===== src/rtl/vga_fb_scanout.sv =====
`default_nettype none
// +--------------------------------------------------------------------------+
// | Module   : vga_fb_scanout                                                |
// | Purpose  : 640x480@60 VGA timing generator that scans an 8x8 monochrome  |
// |            framebuffer.                                                  |
// |            - Each cell is 80x60 screen pixels.                           |
// |            - A shadow copy of the image is taken at the start of         |
// |              vertical blanking, so the displayed frame never tears.      |
// | Ports    : clock        - single rising-edge clock                       |
// |            reset        - asynchronous, active-low reset                 |
// |            framebuffer  - 64-bit image, bit index = row*8 + col          |
// |            vga_hsync    - horizontal sync, active low, registered        |
// |            vga_vsync    - vertical sync, active low, registered          |
// |            vga_r/g/b    - pixel colour (all equal), registered           |
// | Params   : CLKDIV       - clock cycles per pixel, legal range 1..15      |
// | Revision : 1.0 - initial release                                         |
// +--------------------------------------------------------------------------+
module vga_fb_scanout #(
  parameter int CLKDIV = 2
) (
  input  logic        clock,
  input  logic        reset,
  input  logic [63:0] framebuffer,
  output logic        vga_hsync,
  output logic        vga_vsync,
  output logic        vga_r,
  output logic        vga_g,
  output logic        vga_b
);

  // Horizontal timing (pixels)
  localparam logic [9:0] H_VISIBLE    = 10'd640;
  localparam logic [9:0] H_SYNC_START = 10'd656;
  localparam logic [9:0] H_SYNC_END   = 10'd751;
  localparam logic [9:0] H_LAST       = 10'd799;
  // Vertical timing (lines)
  localparam logic [9:0] V_VISIBLE    = 10'd480;
  localparam logic [9:0] V_SYNC_START = 10'd490;
  localparam logic [9:0] V_SYNC_END   = 10'd491;
  localparam logic [9:0] V_LAST       = 10'd524;
  // Cell geometry: 640/8 = 80 pixels wide, 480/8 = 60 lines high
  localparam logic [6:0] COL_SUB_LAST = 7'd79;
  localparam logic [5:0] ROW_SUB_LAST = 6'd59;
  localparam logic [3:0] PRESC_LAST   = 4'(CLKDIV - 1);

  logic [3:0]  presc_q,   presc_d;
  logic [9:0]  h_q,       h_d;
  logic [9:0]  v_q,       v_d;
  logic [2:0]  col_q,     col_d;
  logic [6:0]  col_sub_q, col_sub_d;
  logic [2:0]  row_q,     row_d;
  logic [5:0]  row_sub_q, row_sub_d;
  logic [63:0] shadow_q,  shadow_d;
  logic        hsync_q,   hsync_d;
  logic        vsync_q,   vsync_d;
  logic        pixel_q,   pixel_d;

  logic tick;
  logic h_wrap;
  logic v_wrap;
  logic visible;

  always_comb begin
    tick    = (presc_q == PRESC_LAST);
    h_wrap  = (h_q == H_LAST);
    v_wrap  = (v_q == V_LAST);
    visible = (h_q < H_VISIBLE) && (v_q < V_VISIBLE);

    presc_d   = tick ? 4'd0 : presc_q + 4'd1;
    h_d       = h_q;
    v_d       = v_q;
    col_d     = col_q;
    col_sub_d = col_sub_q;
    row_d     = row_q;
    row_sub_d = row_sub_q;
    shadow_d  = shadow_q;
    hsync_d   = hsync_q;
    vsync_d   = vsync_q;
    pixel_d   = pixel_q;

    if (tick) begin
      h_d = h_wrap ? 10'd0 : h_q + 10'd1;

      // Column tracking replaces h/80. The column keeps counting through
      // blanking (wrapping harmlessly); it is realigned when h wraps.
      if (h_wrap) begin
        col_d     = 3'd0;
        col_sub_d = 7'd0;
      end else if (col_sub_q == COL_SUB_LAST) begin
        col_d     = col_q + 3'd1;
        col_sub_d = 7'd0;
      end else begin
        col_sub_d = col_sub_q + 7'd1;
      end

      // Row tracking replaces v/60 and only moves at end of line.
      if (h_wrap) begin
        v_d = v_wrap ? 10'd0 : v_q + 10'd1;
        if (v_wrap) begin
          row_d     = 3'd0;
          row_sub_d = 6'd0;
        end else if (row_sub_q == ROW_SUB_LAST) begin
          row_d     = row_q + 3'd1;
          row_sub_d = 6'd0;
        end else begin
          row_sub_d = row_sub_q + 6'd1;
        end
      end

      // Snapshot the image at the first pixel of vertical blanking so
      // framebuffer writes during a visible frame never show mid-frame.
      if ((h_q == 10'd0) && (v_q == V_VISIBLE)) begin
        shadow_d = framebuffer;
      end

      // Outputs describe the (h,v) the counters hold during this tick.
      hsync_d = !((h_q >= H_SYNC_START) && (h_q <= H_SYNC_END));
      vsync_d = !((v_q >= V_SYNC_START) && (v_q <= V_SYNC_END));
      pixel_d = visible & shadow_q[{row_q, col_q}];
    end
  end

  always_ff @(posedge clock or negedge reset) begin
    if (!reset) begin
      presc_q   <= 4'd0;
      h_q       <= 10'd0;
      v_q       <= 10'd0;
      col_q     <= 3'd0;
      col_sub_q <= 7'd0;
      row_q     <= 3'd0;
      row_sub_q <= 6'd0;
      shadow_q  <= 64'd0;
      hsync_q   <= 1'b1;
      vsync_q   <= 1'b1;
      pixel_q   <= 1'b0;
    end else begin
      presc_q   <= presc_d;
      h_q       <= h_d;
      v_q       <= v_d;
      col_q     <= col_d;
      col_sub_q <= col_sub_d;
      row_q     <= row_d;
      row_sub_q <= row_sub_d;
      shadow_q  <= shadow_d;
      hsync_q   <= hsync_d;
      vsync_q   <= vsync_d;
      pixel_q   <= pixel_d;
    end
  end

  assign vga_hsync = hsync_q;
  assign vga_vsync = vsync_q;
  assign vga_r     = pixel_q;
  assign vga_g     = pixel_q;
  assign vga_b     = pixel_q;

endmodule
`default_nettype wire

===== config.mk =====
export PLATFORM = sky130hd
export DESIGN_NAME = vga_fb_scanout
export DESIGN_NICKNAME = d
export VERILOG_FILES = /design/src/rtl/vga_fb_scanout.sv
export SDC_FILE = /design/constraint.sdc
export NUM_CORES = 1
export LEC_CHECK = 0
export CAP_MARGIN = 15
export CORE_ASPECT_RATIO = 1.2
export CORE_MARGIN = 5
export CORE_UTILIZATION = 58
export DETAILED_ROUTE_END_ITERATION = 10
export GPL_TIMING_DRIVEN = 1
export PLACE_DENSITY = 0.95
export SLEW_MARGIN = 25
export SYNTH_ARGS = -nofsm -noshare
export SYNTH_HDL_FRONTEND = slang
export SYNTH_SLANG_ARGS = --single-unit

===== constraint.sdc =====
create_clock -name clock -period 6.8 [get_ports clock]
set_input_delay 1.36 -clock clock [delete_from_list [all_inputs] [get_ports clock]]
set_output_delay 1.36 -clock clock [all_outputs]
set_load 0.005 [all_outputs]

# --- Word-level counts from Yosys, hierarchy flattened ---
# Cells that the tools add are included.
word_totals:
  ram_bits: 0
  input_bits: 66
  mem_bits_ro: 0
  memories: 0
  out_inout_bits: 5
  register_bits: 110
  latchBits: 0
classes:
  n_bitwise: 1
  eq_ne: 6
  mux: 13
  addsub: 7
  shifts: 0
  mul: 0
  reduce_logical: 13
  n_lt_le_gt_ge: 7
  n_div: 0
op_table:
  columns: ["op", "count"]
  rows:
  - ["$add A10 B1 Y10 const B", 2]
  - ["$eq A10 B10 Y1 const B", 2]
  - ["$mux W10", 2]
  - ["$mux W7", 2]
  - ["$mux W3", 4]
  - ["$mux W6", 2]
  - ["$eq A10 B9 Y1 const B", 1]
  - ["$ge A10 B10 Y1 const B", 1]
  - ["$ge A10 B9 Y1 const B", 1]
  - ["$le A10 B10 Y1 const B", 1]
  - ["$le A10 B9 Y1 const B", 1]
  - ["$logic_not A10 Y1", 1]
  - ["$lt A10 B10 Y1 const B", 1]
  - ["$lt A10 B9 Y1 const B", 1]
  - ["$add A7 B1 Y7 const B", 1]
  - ["$eq A7 B7 Y1 const B", 1]
  - ["$lt A6 B7 Y1 const B", 1]
  - ["$add A3 B1 Y3 const B", 2]
  - ["$add A6 B1 Y6 const B", 1]
  - ["$bmux W1 S6", 1]
  - ["$eq A6 B6 Y1 const B", 1]
  - ["$reduce_and A2 Y1", 3]
  - ["$add A4 B1 Y4 const B", 1]
  - ["$eq A4 B1 Y1 const B", 1]
  - ["other kinds (7)", 12]

# --- Logic depth before layout (Yosys ltp) ---
logic_depth:
  ltp_word: 3
  depth_mapped: 7
  depth_no_buf: 7

# --- Worst setup path after synthesis ---
# No wires, ideal clock.
synth_path:
  path_kind: "register -> register"
  from: "reg presc_q[1]"
  to: "reg shadow_q[0]"
  n_path_buf: 3
  arrival_ps: 2159
  t_required_ps: 6675
  path_stages_with_launch: 8
  slack_ps: 4516
  period_less_slack_ps: 2284
  setup_ps: 125
  path_cell_list: "dfrtp_1 or4b_4 buf_6 nor3_1 and4_1 buf_2 buf_4 mux2_2"
synth_via:
  elab_chain_cells: 2
synth_rtl:
  columns: ["element", "line_no", "text"]
  rows:
  - ["from (decl)", "46", "logic [3:0] presc_q, presc_d;"]
  - ["from (signal assigned)", "137", "presc_q <= presc_d;"]
  - ["$eq A4 B1 Y1", "64", "tick = (presc_q == PRESC_LAST);"]
  - ["$reduce_and A2 Y1 (no source line)", null, null]
  - ["to (signal assigned)", "144", "shadow_q <= shadow_d;"]
  - ["to (decl)", "53", "logic [63:0] shadow_q, shadow_d;"]
# Every way passes these cells.
# A chain may end at the register's enable or synchronous reset.

# --- Worst setup path in the final report ---
layout_path:
  from: "reg presc_q[1]"
  to: "reg shadow_q[30]"
# Same word-level chain as after synthesis.

==> flow_metrics.tcl <==
set metrics [dict create \
    yosysWarnings 0 \
    area_growth_pct 19.8 \
    post_cts_buffers 0 \
    antenna_found_initial 0 \
    cts_resized 0 \
    synthesis.area_sq_um 5230 \
    wl_per_cell_um 17.5 \
    drive_above_1_share 0.239 \
    fp.dieW_um 96.7 \
    finalCriticalPeriod_ns 2.84 \
    grt_pass1_wl_mm 18.2 \
    grt_max_degree 65 \
    clock_path_buffers 2 \
    h-tree-depth 3 \
    slew_headroom 0.357 \
    grt_pass1_vias 3776 \
    required_ns 7.06 \
    drt_pass1_iterations 4 \
    start_util 0.586 \
    drt-total-wl_mm 10.7 \
    clock_sinks 110 \
    drc_errors 0 \
    final_util 0.702 \
    status "finished, final reports clean" \
    worstSetupStartpointType "flop" \
    grt-ovfl-total 0 \
    setup_viol 0 \
    crit_type "flop to flop" \
    rsz0062_at_grt "no" \
    tightest_slew_ns 0.964 \
    cp.arrival_ns 3.10 \
    dieArea_sq_um 11000 \
    reg2reg_slack_ns 3.96 \
    antenna_cells 0 \
    leakage_nw 2.82 \
    row_count 38 \
    fillCellCount 614 \
    postCtsHoldBufs 0 \
    vias 3502 \
    clk_pin_slew_ns 0.09 \
    synth_cell_type_count 48 \
    via_per_inst 5.75 \
    max-cap-violations 0 \
    io_pins 71 \
    crit_path_max_fanout 64 \
    tns_ns 0 \
    synth_seq_cells 110 \
    numCtsBuffers 9 \
    finish.net_count 558 \
    syn_inst 416 \
    ys_async_sr_fraction 1.00 \
    synth-edff-count 0 \
    grt_usage 0.208 \
    drtAntennaViolNets 0 \
    cts_tree "done" \
    crit_path_end_kind "flop" \
    synth-seq-area-share 0.526 \
    worstSkewPairLatency_ns 0.38 \
    core_sq_um 8940 \
    avgSynthCellArea_sq_um 12.6 \
    port_buffers 70 \
    finalMaxSlewViolations 0 \
    cts-root-buf "clkbuf_8" \
    hpwlAfterDp_mm 7.76 \
    initialDrtViolationCount 211 \
    synth_flop_cell "dfrtp_1" \
    hold_viol 0 \
    hold_path.class "flop to flop" \
    skew_ns 0.00938 \
    postSynthNetCount 490 \
    timing.final.crit_share 0.417 \
    globalplace.congestion 0.805 \
    powerDensity_nw_per_um2 189 \
    die_h_um 114 \
    irDropWorstVdd_v 0.000155 \
    max_freq_mhz 353 \
]
## per-stage QoR
step | instance area (sq um) | worst slack [ns] | power, mW | hold WS [ns] | std cells
after global placement | 6010 | 4.13 | 0.717 | 0.480 | 593
final | 6270 | 3.96 | 1.19 | 0.506 | 609
after detailed placement | 6010 | 4.00 | 0.718 | 0.492 | 593
after global routing | 6270 | 3.82 | 1.23 | 0.526 | 609
after floorplan | 5230 | 4.52 | 0.667 | 0.460 | 416
after CTS | 6270 | 3.97 | 1.20 | 0.509 | 609
## synth_stat cells (3+ instances only)
master    count  area share
nor4b_1       3      0.0050
nand2_1      31       0.022
o21ai_0      12       0.011
nor2_1       31       0.022
or3_1         4      0.0048
nand4_1      14       0.017
xor2_1        9       0.015
dfrtp_1     108        0.52
and3_1        3      0.0036
o21ai_1       3      0.0029
mux4_2       14       0.060
nor3_1        9      0.0086
mux2i_1      10       0.019
nand3_1       5      0.0048
buf_4         8       0.011
ha_1          8       0.019
inv_1        12      0.0086
xnor2_1      14       0.023
mux2_2       67        0.14
clkbuf_1      5      0.0036
buf_2         3      0.0029
a31oi_1       4      0.0048
a21oi_1       8      0.0077
## state kept, by name, indices dropped and copies added (netlist names)
name and count:
col_q 3, col_sub_q 7, h_q 10, presc_q 4
row_q 3, row_sub_q 6, shadow_q 64, v_q 10
vga_b 1, vga_hsync 1, vga_vsync 1
## layout make-up
cell class	count	area, sq um	share of cell area
repair buffers	76	743	0.119
well taps	120	150	0.0239
flip-flops and latches	110	2760	0.439
inverters	12	45.0	0.00718
clock inverters	5	105	0.0168
multi-input cells	275	2320	0.370
clock buffers	11	151	0.0241
## worst paths after layout
kind / startpoint / end / depth (start not counted)
worst min-delay path: row_q[2] / row_q[2] / 1
worst max register to register: presc_q[1] / shadow_q[30] / 5
worst max-delay path: presc_q[1] / shadow_q[30] / 5
max in group asynchronous: reset / shadow_q[20] / 2
min in group asynchronous: reset / col_sub_q[5] / 1
worst min register to register: row_q[2] / row_q[2] / 1
## cell usage in the layout (no fill, tap or decap), types with 10 or more instances in the layout
cell             synthesis  layout
mux2_2                  67      67
xnor2_1                 14      14
mux4_2                  14      14
inv_1                   12      12
dfrtp_1                108     108
nor2_1                  31      31
clkbuf_8                 0      11
nand2_1                 31      31
clkdlybuf4s50_1          0      69
o21ai_0                 12      12
nand4_1                 14      14
mux2i_1                 10      10
## per-layer routing
| metal | vias up | wire (um) | GRT usage |
|---|---|---|---|
| met5 | - | 0 | 0 |
| met3 | 24 | 518 | 0.0445 |
| li1 | 1632 | - | - |
| met2 | 87 | 5640 | 0.361 |
| met4 | 0 | 306 | 0.102 |
| met1 | 1759 | 4190 | 0.246 |
## critical path: stages (launching register included)
cell and delay [ns]:
dfrtp_1 0.45, or4b_4 0.66, nor3_1 0.27, and4_2 0.26, buf_4 0.61, mux2_2 0.42
## cell families (layout without fill, tap and decap cells)
logic type | after synthesis | count (layout) | synth area share
multiplexers | 91 | 91 | 0.224
flip-flops | 110 | 110 | 0.526
buffers and inverters | 31 | 104 | 0.0316
AO/OA/AOI/OAI | 38 | 38 | 0.0454
XOR/XNOR | 23 | 23 | 0.0385
AND/OR/NAND/NOR | 115 | 115 | 0.115
adder cells (fa/ha/maj) | 8 | 8 | 0.0191
## power by group
part | total, mW | internal [mW] | switching, mW
Combinational | 0.0508 | 0.0328 | 0.0180
Sequential | 0.654 | 0.654 | 0
Clock | 0.483 | 0.265 | 0.219
Total | 1.19 | 0.951 | 0.237
No activity file was read; power rests on OpenSTA's default activity.
